===== src/rtl/gonso_pixel_tx.sv =====
// Pixel scan-out transmitter: buffers rasterizer pixels in a small FIFO and
// strobes them out in raster order on the user I/O pixel bus.
module gonso_pixel_tx #(
  parameter int WIDTH      = 64,
  parameter int HEIGHT     = 64,
  parameter int FIFO_DEPTH = 8,
  parameter int GAP_CYCLES = 3
) (
  input  logic        wb_clk_i,
  input  logic        wb_rst_i,
  input  logic        start_i,
  input  logic        in_valid_i,
  input  logic [7:0]  in_color_i,
  output logic        in_ready_o,
  output logic [7:0]  color_o,
  output logic        pixel_write_o,
  output logic        line_end_o,
  output logic        frame_done_o,
  output logic        busy_o,
  output logic        underrun_o,
  output logic [12:0] pixel_count_o
);

  localparam int XW = $clog2(WIDTH);
  localparam int YW = (HEIGHT > 1) ? $clog2(HEIGHT) : 1;
  localparam int AW = $clog2(FIFO_DEPTH);
  localparam int GW = (GAP_CYCLES > 1) ? $clog2(GAP_CYCLES) : 1;

  localparam logic [XW-1:0] X_LAST   = XW'(WIDTH - 1);
  localparam logic [YW-1:0] Y_LAST   = YW'(HEIGHT - 1);
  localparam logic [GW-1:0] GAP_LOAD = GW'(GAP_CYCLES - 1);
  localparam logic [AW:0]   OCC_FULL = (AW + 1)'(FIFO_DEPTH);

  typedef enum logic [2:0] {S_IDLE, S_FETCH, S_EMIT, S_GAP, S_DONE} state_t;

  state_t        state_q, state_d;
  logic [XW-1:0] x_q, x_d;
  logic [YW-1:0] y_q, y_d;
  logic [12:0]   pix_cnt_q, pix_cnt_d;
  logic [GW-1:0] gap_q, gap_d;
  logic [7:0]    color_q, color_d;
  logic          underrun_q, underrun_d;

  logic [7:0]    fifo_mem [FIFO_DEPTH];
  logic [AW-1:0] wr_ptr_q, wr_ptr_d;
  logic [AW-1:0] rd_ptr_q, rd_ptr_d;
  logic [AW:0]   occ_q, occ_d;
  logic          push, pop, fifo_full, fifo_empty;

  // Full/empty come from registered occupancy, so a pop never frees a slot
  // for a push in the same cycle.
  assign fifo_full  = (occ_q == OCC_FULL);
  assign fifo_empty = (occ_q == '0);
  assign push       = in_valid_i && !fifo_full;

  always_comb begin
    state_d    = state_q;
    x_d        = x_q;
    y_d        = y_q;
    pix_cnt_d  = pix_cnt_q;
    gap_d      = gap_q;
    color_d    = color_q;
    underrun_d = underrun_q;
    pop        = 1'b0;
    case (state_q)
      S_IDLE: begin
        if (start_i) begin
          state_d    = S_FETCH;
          x_d        = '0;
          y_d        = '0;
          pix_cnt_d  = '0;
          underrun_d = 1'b0;
        end
      end
      S_FETCH: begin
        if (!fifo_empty) begin
          pop     = 1'b1;
          color_d = fifo_mem[rd_ptr_q];
          state_d = S_EMIT;
        end else begin
          underrun_d = 1'b1;
        end
      end
      S_EMIT: begin
        pix_cnt_d = pix_cnt_q + 13'd1;
        if (x_q == X_LAST) begin
          x_d = '0;
          y_d = y_q + YW'(1);
        end else begin
          x_d = x_q + XW'(1);
        end
        if (x_q == X_LAST && y_q == Y_LAST) begin
          state_d = S_DONE;
        end else begin
          gap_d   = GAP_LOAD;
          state_d = S_GAP;
        end
      end
      S_GAP: begin
        if (gap_q == '0) state_d = S_FETCH;
        else gap_d = gap_q - GW'(1);
      end
      S_DONE:  state_d = S_IDLE;
      default: state_d = S_IDLE;
    endcase
  end

  always_comb begin
    wr_ptr_d = wr_ptr_q;
    rd_ptr_d = rd_ptr_q;
    occ_d    = occ_q;
    if (push) wr_ptr_d = wr_ptr_q + AW'(1);
    if (pop)  rd_ptr_d = rd_ptr_q + AW'(1);
    case ({push, pop})
      2'b10:   occ_d = occ_q + (AW + 1)'(1);
      2'b01:   occ_d = occ_q - (AW + 1)'(1);
      default: occ_d = occ_q;
    endcase
  end

  always_ff @(posedge wb_clk_i) begin
    if (push) fifo_mem[wr_ptr_q] <= in_color_i;
  end

  always_ff @(posedge wb_clk_i) begin
    if (wb_rst_i) begin
      state_q    <= S_IDLE;
      x_q        <= '0;
      y_q        <= '0;
      pix_cnt_q  <= '0;
      gap_q      <= '0;
      color_q    <= '0;
      underrun_q <= 1'b0;
      wr_ptr_q   <= '0;
      rd_ptr_q   <= '0;
      occ_q      <= '0;
    end else begin
      state_q    <= state_d;
      x_q        <= x_d;
      y_q        <= y_d;
      pix_cnt_q  <= pix_cnt_d;
      gap_q      <= gap_d;
      color_q    <= color_d;
      underrun_q <= underrun_d;
      wr_ptr_q   <= wr_ptr_d;
      rd_ptr_q   <= rd_ptr_d;
      occ_q      <= occ_d;
    end
  end

  assign in_ready_o    = !fifo_full;
  assign color_o       = color_q;
  assign pixel_write_o = (state_q == S_EMIT);
  assign line_end_o    = (state_q == S_EMIT) && (x_q == X_LAST);
  assign frame_done_o  = (state_q == S_DONE);
  assign busy_o        = (state_q != S_IDLE);
  assign underrun_o    = underrun_q;
  assign pixel_count_o = pix_cnt_q;

endmodule

===== config.mk =====
export PLATFORM = sky130hd
export DESIGN_NAME = gonso_pixel_tx
export DESIGN_NICKNAME = d
export VERILOG_FILES = /design/src/rtl/gonso_pixel_tx.sv
export SDC_FILE = /design/constraint.sdc
export NUM_CORES = 1
export LEC_CHECK = 0
export BUFFER_PORTS_ARGS = -buffer_cell sky130_fd_sc_hd__clkbuf_2
export CAP_MARGIN = 10
export CORE_MARGIN = 2
export CORE_UTILIZATION = 32
export DETAILED_ROUTE_END_ITERATION = 7
export PLACE_DENSITY_LB_ADDON = 0.15
export REMOVE_ABC_BUFFERS = 1
export SETUP_SLACK_MARGIN = 0.2
export SLEW_MARGIN = 5
export SYNTH_ARGS = -nofsm -noshare
export SYNTH_HDL_FRONTEND = slang
export SYNTH_SLANG_ARGS = --single-unit

===== constraint.sdc =====
create_clock -name wb_clk_i -period 6.6 [get_ports wb_clk_i]
set_input_delay 0.33 -clock wb_clk_i [delete_from_list [all_inputs] [get_ports wb_clk_i]]
set_output_delay 0.33 -clock wb_clk_i [all_outputs]
set_load 0.02 [all_outputs]

After elaboration in Yosys (flattened, before gate mapping) --
Memory sizes are Yosys's and may differ from the RTL's. A register that Yosys moved wholly into a read port is not among the register bits. Index checks and enable logic that the tools add are counted. Widths: inputs -> output; s select.
Storage, ports and cells: flip-flop bits (word level) 41, logic and storage cells 76, memories kept 1, output and inout bits 27, bits of input ports 12, memory bits (writable) 64
Operators by class: $add $sub $neg 8, bitwise gates (word level) 1, reduce and logical (&&, ||, !) cells 18, equal/unequal tests 16, mux-type cells 23
Memories:
- fifo_mem | depth 8, width 8, rd ports 1, clocked after Yosys merged registers in 1, wr ports 1, RTL line 44 | logic [7:0] fifo_mem [FIFO_DEPTH];
Operators with widths (count):
- $pmux 13 s2 | 1
- $pmux 6 s2 | 2
- $mux 6 | 3
- $add 13x1->13 const B | 1
- $mux 13 | 1
- $add 6x1->6 const B | 2
- $eq 6x6->1 const B | 2
- $mux 3 | 4
- $ne 2x2->1 const B | 6
- $pmux 3 s4 | 1
- $reduce_and 3->1 | 4
- $pmux 4 s2 | 1
- $reduce_bool 2->1 | 4
- $add 3x1->3 const B | 2
- $eq 3x2->1 const B | 2
- $mux 1 | 6
- $add 4x1->4 const B | 1
- $eq 4x4->1 const B | 1
- $logic_not 4->1 | 1
- $mux 2 | 2
- $pmux 2 s2 | 1
- $reduce_and 2->1 | 2
- $sub 4x1->4 const B | 1
- $eq 3x1->1 const B | 1
- 12 further kinds | 14

Longest topological paths before layout --
Gate-level depths: netlist of run 1.
depth in word-level cells 5, depth in mapped cells 12, depth with buffers taken out 9

Least setup slack after synthesis of run 1 --
OpenSTA, ideal clock, no wires.
kind flip-flop to flip-flop, start point register occ_q[1], end point register occ_q[2], buffers on the path 3, required time 6530 ps, path slack 4022 ps, period minus slack after synthesis 2578 ps, library setup time 70 ps, arrival 2508 ps, cell stages (with the launch flop) 13, path through dfxtp_1 buf_2 or4_1 buf_2 and2_1 buf_6 ha_1 xor2_1 ha_1 a21oi_1 xor2_1 or3_1 a21oi_1
On the way: word-level cells in the longest chain between the ends 5, elaborated cells on any way between the ends 12, classes of those cells add/sub (2); eq/ne (3); mux (3); reduce/logical (4)
RTL lines:
- start: declaration | RTL line 47 | logic [AW:0] occ_q, occ_d;
- start signal: assignment | RTL line 136 | occ_q <= '0;
- start signal: assignment | RTL line 147 | occ_q <= occ_d;
- $logic_not 4->1 (*) | RTL line 53 | assign fifo_empty = (occ_q == '0);
- $mux 1 (*) | RTL line 76 | if (!fifo_empty) begin
- $mux 1 (*) | RTL line 65 | case (state_q)
- net pop | RTL line 48 | logic push, pop, fifo_full, fifo_empty;
- $eq 2x1->1 / $eq 2x2->1 (equally long branches) | RTL line 114 | case ({push, pop})
- $pmux 4 s2 / $reduce_bool 2->1 (equally long branches)
Mark *: on every way through the listed nets, which the timed path passes. The rest lies on a longest branch. A chain may end at the register's enable or synchronous reset.

Final worst setup path of run 1 --
start point register state_q[0], end point register occ_q[2]
On the way: word-level cells in the longest chain between the ends 4, elaborated cells on any way between the ends 6, classes of those cells eq/ne (3); mux (2); reduce/logical (1)
RTL lines:
- start: declaration | RTL line 36 | state_t state_q, state_d;
- start signal: assignment | RTL line 138 | state_q <= state_d;
- $eq 3x1->1 (*) | RTL line 65
- $mux 1 (*) | RTL line 65
- $eq 2x1->1 / $eq 2x2->1 (equally long branches) | RTL line 114
- $pmux 4 s2 / $reduce_bool 2->1 (equally long branches)
Every way passes the cells marked *; elsewhere a longest branch is shown, timed or not.

==> key figures, run 1 <==
Flow run
  – Max-Cap Viols: 0

Critical path
  – Worst path bufs/invs: 0
  – CP startpoint kind: flop
  – Crit end category: flop
  – R2R cell count: 9
  – Arrival time worst endpoint: 3.36 ns
  – Crit. path cell count: 9
  – Crit path kind: reg -> reg
  – CP max stage cell: dfxtp_1
  – Crit path largest cell delay: 0.66 ns
  – Worst endpoint required time: 6.94 ns
  – CP max FO: 19
  – Top Family by Delay on Critical Path: simple AND/OR/NAND/NOR gates
  – CP Cell Sequence: nor3b_2, and2_1, ha_1, xor2_1, ha_1, a21oi_1, xor2_1, or3_1, a21oi_1

Place
  – Port bufs: 38
  – GPL Wtd Cong: 0.716
  – Placed Instances: 590
  – DP HPWL: 6690 um
  – Placed inst area: 5180 um^2

STA
  – Worst-margin pin slew: 1.06 ns
  – Worst slew margin: 29.2%
  – Final Critical Period: 3.02 ns
  – Worst Skew: 0.00768 ns
  – Total Neg Setup Slack: 0 ns
  – Slew Limit Fails: 0
  – RSZ-0062 raised after global routing: no
  – Final period util: 45.8%
  – Hold Fails Final Rpt: 0
  – F_max: 0.331 GHz
  – Finish-stage setup viols: 0

Logic synthesis
  – Ys flop type: edfxtp_1
  – Synth Cell Area: 4840 um^2
  – Synth unique cells: 56
  – Seq cells post-synth: 113
  – Yosys top cell by area: edfxtp_1
  – Most frequent cell after synthesis: edfxtp_1
  – Most frequent cells after synthesis: edfxtp_1, dfxtp_1, nor2_1
  – Syn Area/Cell: 12.5 um^2
  – Synth top area share: 39.7%
  – Async SR Flop Fraction: 0%
  – Synth top area cells: edfxtp_1, dfxtp_1, mux4_2
  – Syn. warnings: 0
  – Post-synth EDFFs: 64
  – Synth Instances: 387
  – Share of the yosys chip area belonging to registers: 60.0%

Drt
  – Routed WL: 10800 um
  – Detail Route Antenna Nets: 0
  – Initial DRC Count: 210
  – Drt wl/cell: 17.3 um
  – DR vias: 3179
  – Drt first pass iters: 4
  – DRC violations left: 0
  – Vias per inst: 5.12

Floorplanning
  – IO Pins: 39
  – Height of the chip: 127 um
  – Die area: 16100 um^2
  – Num rows: 44
  – DIE WIDTH: 127 um
  – Core ar.: 14600 um^2
  – Initial cell density of the core: 33.1%

CTS
  – Post-CTS Hold Fix Bufs: 0
  – Worst-skew pair later-pin latency: 0.42 ns
  – CTS tree: built
  – TritonCTS Buffers: 17
  – CTS Buffer Depth: 2
  – Worst-path clk slew: 0.05 ns
  – Clock sinks: 113
  – Maximum level of the CTS H-tree: 4
  – Root buffer cell: clkbuf_16
  – Post-CTS sizing: 0
  – Post-CTS setup buffers: 0

GRT
  – Met1 Track Usage GR: 19.5%
  – Number of global-route vias before repair: 3127
  – Met3 Track Usage GR: 5.03%
  – Total track usage: 14.4%
  – Initial antenna violation count: 0
  – GRT overflow: 0
  – Met2 usage: 21.2%
  – Largest net degree at the start of global routing: 48
  – Global-route wire length before repair: 17300 um
  – GR peak layer: met2

Power
  – Pwr dens: 403 nW/um^2
  – Worst vdd ir: 208 uV
  – Lkg Pwr: 2.08 nW

Min path
  – HP Class: in -> reg
  – Hold Crit Depth: 1

Layout
  – Fin cells: 621
  – Ant. Diodes: 0
  – Fill cells: 1391
  – Share of cells above drive strength 1: 23.3%
  – Final instance area: 5850 um^2
  – Layout area overhead: 20.9%
  – Final net count: 446

Outcome
  – Outcome: completed
==> flip-flops by register name (all words and copies together) (netlist names) <==
signal / flops
occ_q: 4
y_q: 6
rd_ptr_q: 3
underrun_o: 1
gap_q: 2
x_q: 6
state_q: 3
pixel_count_o: 13
fifo_mem: 64
color_o: 8
wr_ptr_q: 3
==> path summary, 6_finish.rpt <==
| check | startpoint | to | slack [ns] |
|---|---|---|---|
| worst max-delay path | state_q[0]$_SDFFE_PP0P_ | occ_q[2]$_SDFFE_PP0P_ | 3.58 |
| worst min-delay path | in_color_i[5] | fifo_mem[5][5]$_DFFE_PP_ | 0.20 |
| worst max register to register | state_q[0]$_SDFFE_PP0P_ | occ_q[2]$_SDFFE_PP0P_ | 3.58 |
| worst min register to register | gap_q[1]$_SDFFE_PP0P_ | gap_q[1]$_SDFFE_PP0P_ | 0.47 |
==> final cells by class <==
class,count,area [um^2],area share (%)
Inverter,10,37.5,0.641
Clock buffer,18,429,7.33
Multi-Input combinational cell,242,1800,30.8
Timing Repair Buffer,41,213,3.63
Clock inverter,13,240,4.10
Tap cell,184,230,3.93
Sequential cell,113,2900,49.6
==> cell families after synthesis <==
group / count (synthesis) / synth area share [%]
AND/OR/NAND/NOR: 142 / 16.1
adder cells (fa/ha/maj): 9 / 2.33
XOR/XNOR: 7 / 1.27
buffers and inverters: 32 / 3.39
AO/OA/AOI/OAI: 62 / 8.27
flip-flops: 113 / 60.0
multiplexers: 22 / 8.71
==> metrics by stage <==
step	worst slack, ns	total power [mW]	hold WS [ns]	utilization [%]
after detailed placement	3.54	1.33	0.469	35.4
after floorplan	4.04	1.19	0.399	-
after global placement	3.70	1.33	0.465	35.4
after global routing	3.12	2.49	0.190	40.0
after CTS	3.54	2.39	0.179	40.0
final	3.58	2.36	0.195	40.0
==> cell usage in the layout, fill, tap and decap left out, types with 5 or more instances in the layout <==
cell type  count
nand4_1        5
edfxtp_1      64
ha_1           9
bufinv_16      7
nor3_1        14
mux2i_1        5
a21oi_1       16
mux4_2        16
and3_1         5
o21ai_0       13
nand3_1       15
dfxtp_1       49
or4_1          5
nor2_1        40
o22ai_1        9
clkbuf_2      38
and4_1         5
inv_1         10
nand2_1       15
or3_1          7
xor2_1         5
clkbuf_16     17
==> power breakdown <==
group          switching (mW)  total (mW)  internal [mW]  leakage (nW)
logic                   0.264       0.440          0.175         0.777
registers              0.0667       0.874          0.808         0.979
clock network           0.309        1.05          0.738         0.326
total                   0.640        2.36           1.72          2.08
==> metal layers <==
metal	up-vias	part of all wire (%)
met5	-	0
li1	1557	-
met3	15	4.8
met2	62	47
met4	0	1.3
met1	1545	47
==> worst register-to-register path, cell delays in order (launching register included) <==
cell and delay [ns]:
dfxtp_1 0.66, nor3b_2 0.39, and2_1 0.55, ha_1 0.36, xor2_1 0.10, ha_1 0.18
a21oi_1 0.16, xor2_1 0.11, or3_1 0.31, a21oi_1 0.13
Note: power is estimated with default switching activity, not from simulation.
==> inputs of run 2 (changes only) <==
- clock period: 6.6 -> 2.6 ns (I/O delays scaled with it)
==> key figures, run 2 (synthesis results as in run 1) <==
Power
  – Worst vdd ir: 558 uV (was 208 uV)
  – Lkg Pwr: 2.15 nW (was 2.08 nW)
  – Pwr dens: 938 nW/um^2 (was 403 nW/um^2)
  – Total power: 5.60 mW (was 2.36 mW)

Place
  – Port bufs: 38 (unchanged)
  – DP HPWL: 6920 um (was 6690 um)
  – GPL Wtd Cong: 0.748 (was 0.716)
  – Pre-CTS WS: 0.140 ns (was 3.54 ns)
  – Placed inst area: 5320 um^2 (was 5180 um^2)

Critical path
  – Arrival time worst endpoint: 2.61 ns (was 3.36 ns)
  – Worst path bufs/invs: 1 (was 0)
  – Crit path kind: reg -> reg (unchanged)
  – Worst endpoint required time: 2.90 ns (was 6.94 ns)
  – Top Family by Delay on Critical Path: simple AND/OR/NAND/NOR gates (unchanged)
  – Reg2reg start: occ_q[1]$_SDFFE_PP0P_ (was state_q[0]$_SDFFE_PP0P_)
  – CP max FO: 6 (was 19)
  – CP startpoint kind: flop (unchanged)
  – Crit path largest cell delay: 0.52 ns (was 0.66 ns)
  – Crit end category: flop (unchanged)
  – CP max stage cell: or4b_4 (was dfxtp_1)
  – CP Cell Sequence: buf_4, or4b_4, nand2_2, ha_1, o41ai_2, mux2_2 (was nor3b_2, and2_1, ha_1, xor2_1, ha_1, a21oi_1, xor2_1, or3_1, a21oi_1)
  – Reg2reg setup slack: 0.29 ns (was 3.58 ns)
  – R2R cell count: 6 (was 9)
  – Reg2reg end: occ_q[3]$_SDFFE_PP0P_ (was occ_q[2]$_SDFFE_PP0P_)

Min path
  – Hold path endpoint: fifo_mem[4][4]$_DFFE_PP_ (was fifo_mem[5][5]$_DFFE_PP_)
  – HP Class: in -> reg (unchanged)
  – Startpoint of the worst hold path: in_color_i[4] (was in_color_i[5])
  – Hold Crit Depth: 1 (unchanged)

CTS
  – Worst-skew pair later-pin latency: 0.41 ns (was 0.42 ns)
  – Post-CTS setup buffers: 0 (unchanged)
  – Worst-path clk slew: 0.06 ns (was 0.05 ns)
  – Root buffer cell: clkbuf_16 (unchanged)
  – CTS tree: built (unchanged)
  – Clock sinks: 113 (unchanged)
  – TritonCTS Buffers: 17 (unchanged)
  – Maximum level of the CTS H-tree: 4 (unchanged)
  – CTS Buffer Depth: 2 (unchanged)

Layout
  – Share of cells above drive strength 1: 27.4% (was 23.3%)
  – Most frequent cells in the layout: edfxtp_1, dfxtp_1, nor2_1 (unchanged)
  – Final instance area: 5970 um^2 (was 5850 um^2)
  – Max reg flops: 64 (unchanged)
  – Fill cells: 1391 (unchanged)
  – Most flops, register: fifo_mem (unchanged)
  – Final net count: 472 (was 446)
  – Ant. Diodes: 0 (unchanged)
  – Commonest non-fill, non-tap cell in the layout: edfxtp_1 (unchanged)
  – Layout area overhead: 23.2% (was 20.9%)

Drt
  – Initial DRC Count: 153 (was 210)
  – Drt first pass iters: 4 (unchanged)
  – Detail Route Antenna Nets: 0 (unchanged)
  – Routed WL: 10700 um (was 10800 um)
  – DRC violations left: 0 (unchanged)
  – Drt wl/cell: 16.6 um (was 17.3 um)
  – Vias per inst: 5.12 (about the same)
  – DR vias: 3320 (was 3179)

Flow run
  – Max-Cap Viols: 0 (unchanged)

STA
  – Worst Skew: 0.0112 ns (was 0.00768 ns)
  – Final setup margin: 0.286 ns (was 3.58 ns)
  – Hold Fails Final Rpt: 0 (unchanged)
  – Finish-stage setup viols: 0 (unchanged)
  – Final period util: 89.0% (was 45.8%)
  – Final hold slack: 0.0275 ns (was 0.195 ns)
  – F_max: 0.432 GHz (was 0.331 GHz)
  – Worst-margin pin slew: 0.747 ns (was 1.06 ns)
  – Worst slew margin: 49.8% (was 29.2%)
  – Final Critical Period: 2.31 ns (was 3.02 ns)
  – Total Neg Setup Slack: 0 ns (unchanged)
  – RSZ-0062 raised after global routing: yes (was no)
  – Slew Limit Fails: 0 (unchanged)

GRT
  – Global-route wire length before repair: 17200 um (was 17300 um)
  – Total track usage: 14.1% (was 14.4%)
  – Largest net degree at the start of global routing: 36 (was 48)
  – Initial antenna violation count: 0 (unchanged)
  – Number of global-route vias before repair: 3213 (was 3127)
  – GRT overflow: 0 (unchanged)

Floorplanning
  – Num rows: 44 (unchanged)
  – Die area: 16100 um^2 (unchanged)
  – DIE WIDTH: 127 um (unchanged)
  – Height of the chip: 127 um (unchanged)
  – Initial cell density of the core: 33.1% (unchanged)
  – IO Pins: 39 (unchanged)
  – Core ar.: 14600 um^2 (unchanged)

Outcome
  – Outcome: completed (unchanged)
-- run 2: cell count changes in the layout (fill, tap and decap cells not counted), sizes merged --
cell / previous run / this run
clkinv: 6 / 4
bufinv: 7 / 0
dlygate4sd3: 0 / 7
clkinvlp: 0 / 3
clkbuf: 56 / 55
buf: 3 / 22
inv: 10 / 18
-- run 2: metrics by stage --
step	std cells	util (%)
after global placement	609	36.3
final	648	40.7
after floorplan	365	-
after global routing	648	40.7
after CTS	648	40.6
after detailed placement	609	36.3
-- run 2: worst register-to-register path: stages (launching register included) --
cell and delay [ns]:
dfxtp_1 0.32, buf_4 0.15, or4b_4 0.52, nand2_2 0.12, ha_1 0.33, o41ai_2 0.39
mux2_2 0.37
-- run 2: final cells by class --
class / instances / area, um^2 / share of cell area [%]
Tap cell: 184 / 230 / 3.86
Clock inverter: 15 / 123 / 2.06
Clock buffer: 17 / 425 / 7.13
Sequential cell: 113 / 2900 / 48.7
Multi-Input combinational cell: 242 / 1810 / 30.3
Inverter: 10 / 37.5 / 0.629
Timing Repair Buffer: 67 / 438 / 7.34
-- run 2: per-layer routing --
metal  GRT usage (%)  part of all wire, %  vias up
met3            4.15                  3.6       14
met1            18.5                   49     1619
li1                -                    -     1619
met5               0                    0        -
met2            22.0                   46       68
met4            5.82                  1.6        0
-- run 2: where the power goes --
group / total [mW] / internal, mW / switching, mW
registers: 2.14 / 2.05 / 0.0927
clock network: 2.13 / 1.24 / 0.888
logic: 1.33 / 0.546 / 0.782
total: 5.60 / 3.83 / 1.76
-- run 2: what timing repair did --
item / 4_1_cts / 5_1_grt
hold buffers: 7 / 0
pin swaps: 0 / 1
endpoints found under the setup margin: 2 / 3
gates resized for setup: 1 / 6
hold endpoints to repair: 56 / 0
-- run 2: how the worst max path moves through the flow --
stage,start,endpoint,slack [ns],cells after the start
after global placement,occ_q[3]$_SDFFE_PP0P_,occ_q[2]$_SDFFE_PP0P_,0.21,9
after CTS,occ_q[1]$_SDFFE_PP0P_,occ_q[2]$_SDFFE_PP0P_,0.18,10
after global routing,occ_q[1]$_SDFFE_PP0P_,occ_q[2]$_SDFFE_PP0P_,0.16,10
after floorplan,state_q[0]$_SDFFE_PP0P_,occ_q[2]$_SDFFE_PP0P_,0.04,9
after detailed placement,occ_q[3]$_SDFFE_PP0P_,occ_q[2]$_SDFFE_PP0P_,0.14,9
final,occ_q[1]$_SDFFE_PP0P_,occ_q[3]$_SDFFE_PP0P_,0.29,6
==> inputs of run 3 (changes only) <==
- ABC_AREA: unset -> 1
- HOLD_SLACK_MARGIN: unset -> 0.08
==> key figures, run 3 <==
Critical path
  – CP Cell Sequence: inv_1, nand3_1, inv_2, nand2_2, inv_2, ha_1, nand2_1, inv_1, nor2_1, ha_1, a21oi_1, xnor2_1, o21ai_0, inv_1 (was buf_4, or4b_4, nand2_2, ha_1, o41ai_2, mux2_2)
  – Critical Path Source: state_q[1]$_SDFFE_PP0P_ (was occ_q[1]$_SDFFE_PP0P_)
  – Worst path bufs/invs: 5 (was 1)
  – Worst endpoint required time: 2.90 ns (about the same)
  – Crit path kind: reg -> reg (unchanged)
  – Most used cell, CP: inv_1
  – Top Family by Delay on Critical Path: buffers and inverters (was simple AND/OR/NAND/NOR gates)
  – Reg2reg start: state_q[1]$_SDFFE_PP0P_ (was occ_q[1]$_SDFFE_PP0P_)
  – CP max stage cell: dfxtp_1 (was or4b_4)
  – Crit path largest cell delay: 0.36 ns (was 0.52 ns)
  – CP startpoint kind: flop (unchanged)
  – Crit end category: flop (unchanged)
  – Arrival time worst endpoint: 2.47 ns (was 2.61 ns)
  – CP max FO: 11 (was 6)

Min path
  – HP Class: in -> reg (unchanged)
  – Startpoint of the worst hold path: in_valid_i (was in_color_i[4])

Layout
  – Most frequent cells in the layout: nand2_1, inv_1, nand3_1 (was edfxtp_1, dfxtp_1, nor2_1)
  – Fill cells: 1632 (was 1391)
  – Share of cells above drive strength 1: 14.2% (was 27.4%)
  – Max reg flops: 64 (unchanged)
  – Ant. Diodes: 0 (unchanged)
  – Final net count: 705 (was 472)
  – Commonest non-fill, non-tap cell in the layout: nand2_1 (was edfxtp_1)
  – Register area: 2900 um^2 (unchanged)
  – Layout area overhead: 21.6% (was 23.2%)
  – Most flops, register: fifo_mem (unchanged)
  – Footprint of the multi-input gates: 1830 um^2 (was 1810 um^2)
  – Core Util, Final: 39.9% (was 40.7%)

CTS
  – Clock sinks: 113 (unchanged)
  – Worst-path clk slew: 0.05 ns (was 0.06 ns)
  – Post-CTS Hold Fix Bufs: 8 (was 7)
  – CTS tree: built (unchanged)
  – CTS Buffer Depth: 2 (unchanged)
  – Post-CTS sizing: 0 (was 1)
  – Post-CTS setup buffers: 0 (unchanged)
  – TritonCTS Buffers: 17 (unchanged)
  – Maximum level of the CTS H-tree: 4 (unchanged)
  – Root buffer cell: clkbuf_16 (unchanged)
  – Worst-skew pair later-pin latency: 0.42 ns (was 0.41 ns)

STA
  – Total Neg Setup Slack: 0 ns (unchanged)
  – Worst-margin pin slew: 0.630 ns (was 0.747 ns)
  – Hold Fails Final Rpt: 0 (unchanged)
  – Worst Skew: 0.0133 ns (was 0.0112 ns)
  – Finish-stage setup viols: 0 (unchanged)
  – F_max: 0.462 GHz (was 0.432 GHz)
  – RSZ-0062 raised after global routing: no (was yes)
  – Slew Limit Fails: 0 (unchanged)
  – Worst slew margin: 57.9% (was 49.8%)
  – Final period util: 83.3% (was 89.0%)
  – Final Critical Period: 2.17 ns (was 2.31 ns)

Floorplanning
  – Num rows: 46 (was 44)
  – Initial cell density of the core: 32.8% (was 33.1%)
  – DIE WIDTH: 132 um (was 127 um)
  – Height of the chip: 132 um (was 127 um)
  – Die area: 17300 um^2 (was 16100 um^2)
  – IO Pins: 39 (unchanged)
  – Core ar.: 15900 um^2 (was 14600 um^2)

Logic synthesis
  – Synth Cell Area: 5210 um^2 (was 4840 um^2)
  – Seq cells post-synth: 113 (unchanged)
  – Post-synth EDFFs: 64 (unchanged)
  – Largest family of logic cells by synthesized area: simple AND/OR/NAND/NOR gates (unchanged)
  – Post-synthesis mux area share: 0% (was 8.71%)
  – Synth top area cells: edfxtp_1, dfxtp_1, nand2_1 (was edfxtp_1, dfxtp_1, mux4_2)
  – Adder-Cell Fraction of Synth Area: 2.16% (was 2.33%)
  – Share of the yosys chip area belonging to registers: 55.7% (was 60.0%)
  – Synth Area in Compound Gates: 6.77% (was 8.27%)
  – XOR/XNOR share of the synthesized area: 0.840% (was 1.27%)
  – Synth unique cells: 36 (was 56)
  – Yosys top cell by area: edfxtp_1 (unchanged)
  – Synth Instances: 621 (was 387)
  – Synth Area in Simple Gates: 25.3% (was 16.1%)
  – Ys flop type: edfxtp_1 (unchanged)
  – Syn. warnings: 0 (unchanged)
  – Syn Area/Cell: 8.39 um^2 (was 12.5 um^2)
  – Most frequent cells after synthesis: nand2_1, inv_1, nand3_1 (was edfxtp_1, dfxtp_1, nor2_1)
  – Synth top area share: 36.9% (was 39.7%)
  – Most frequent cell after synthesis: nand2_1 (was edfxtp_1)
  – Async SR Flop Fraction: 0% (unchanged)

GRT
  – Initial antenna violation count: 0 (unchanged)
  – Global-route wire length before repair: 20100 um (was 17200 um)
  – Total track usage: 15.1% (was 14.1%)
  – GRT overflow: 0 (unchanged)
  – Number of global-route vias before repair: 3927 (was 3213)
  – Largest net degree at the start of global routing: 35 (was 36)

Place
  – Port bufs: 38 (unchanged)
  – DP HPWL: 8060 um (was 6920 um)
  – GPL Wtd Cong: 0.758 (was 0.748)

Drt
  – Drt first pass iters: 5 (was 4)
  – Drt wl/cell: 13.7 um (was 16.6 um)
  – Detail Route Antenna Nets: 0 (unchanged)
  – Initial DRC Count: 213 (was 153)
  – Vias per inst: 4.45 (was 5.12)
  – Routed WL: 12500 um (was 10700 um)
  – DRC violations left: 0 (unchanged)
  – DR vias: 4067 (was 3320)

Power
  – Worst vdd ir: 531 uV (was 558 uV)
  – Total power: 5.87 mW (was 5.60 mW)
  – Lkg Pwr: 2.73 nW (was 2.15 nW)
  – Pwr dens: 926 nW/um^2 (was 938 nW/um^2)

Flow run
  – Max-Cap Viols: 0 (unchanged)

Outcome
  – Outcome: completed (unchanged)
-- run 3: changes by cell type after synthesis, sizes merged, moves of 9 or more --
cell	change
o21ai	+10
a21oi	+20
nor2	+9
inv	+91
nand2	+153
mux4	-16
nand3	+58
nor3	-11
-- run 3: cell families after synthesis --
logic type               count (synthesis)
AO/OA/AOI/OAI                           67
XOR/XNOR                                 5
adder cells (fa/ha/maj)                  9
buffers and inverters                  121
flip-flops                             113
AND/OR/NAND/NOR                        306
-- run 3: per-stage QoR --
stage	cell area, um^2	hold WS (ns)	instances	setup WS (ns)
finish	6340	0.121	913	0.434
global route	6340	0.145	913	0.255
CTS	6340	0.105	913	0.459
detailed placement	5700	0.423	873	0.463
global placement	5700	0.410	873	0.558
floorplan	5110	0.199	603	0.627
-- run 3: report_power, final --
group          switching (mW)  internal, mW
Clock                   0.788          1.39
Combinational            1.05         0.473
Sequential              0.101          2.07
Total                    1.94          3.93
-- run 3: per-layer routing --
layer  global-route usage (%)  up-vias  wire length [um]
met3                     4.44        4               420
met5                        0        -                 0
met1                     19.1     1874              6030
met4                     5.86        0                61
met2                     24.3       58              5960
li1                         -     2131                 -
-- run 3: final timing paths --
check | cells past startpoint | slack [ns] | endpoint
min | 3 | 0.12 | wr_ptr_q[0]$_SDFFE_PP0P_
min reg2reg | 2 | 0.45 | underrun_o$_SDFFE_PP0P_
max reg2reg | 14 | 0.43 | occ_q[2]$_SDFFE_PP0P_
max | 14 | 0.43 | occ_q[2]$_SDFFE_PP0P_
-- run 3: worst reg2reg max path, cell delays in order (launching register included) --
cell and delay (ns):
dfxtp_1 0.36, inv_1 0.10, nand3_1 0.13, inv_2 0.08, nand2_2 0.05, inv_2 0.23
ha_1 0.30, nand2_1 0.07, inv_1 0.06, nor2_1 0.05, ha_1 0.18, a21oi_1 0.15
xnor2_1 0.08, o21ai_0 0.16, inv_1 0.05
-- run 3: final cells by class --
cell class / count / share of cell area [%]
Tap cell: 216 / 4.26
Multi-Input combinational cell: 387 / 28.8
Clock buffer: 24 / 7.60
Sequential cell: 113 / 45.8
Inverter: 103 / 6.10
Timing Repair Buffer: 62 / 6.16
Clock inverter: 8 / 1.26
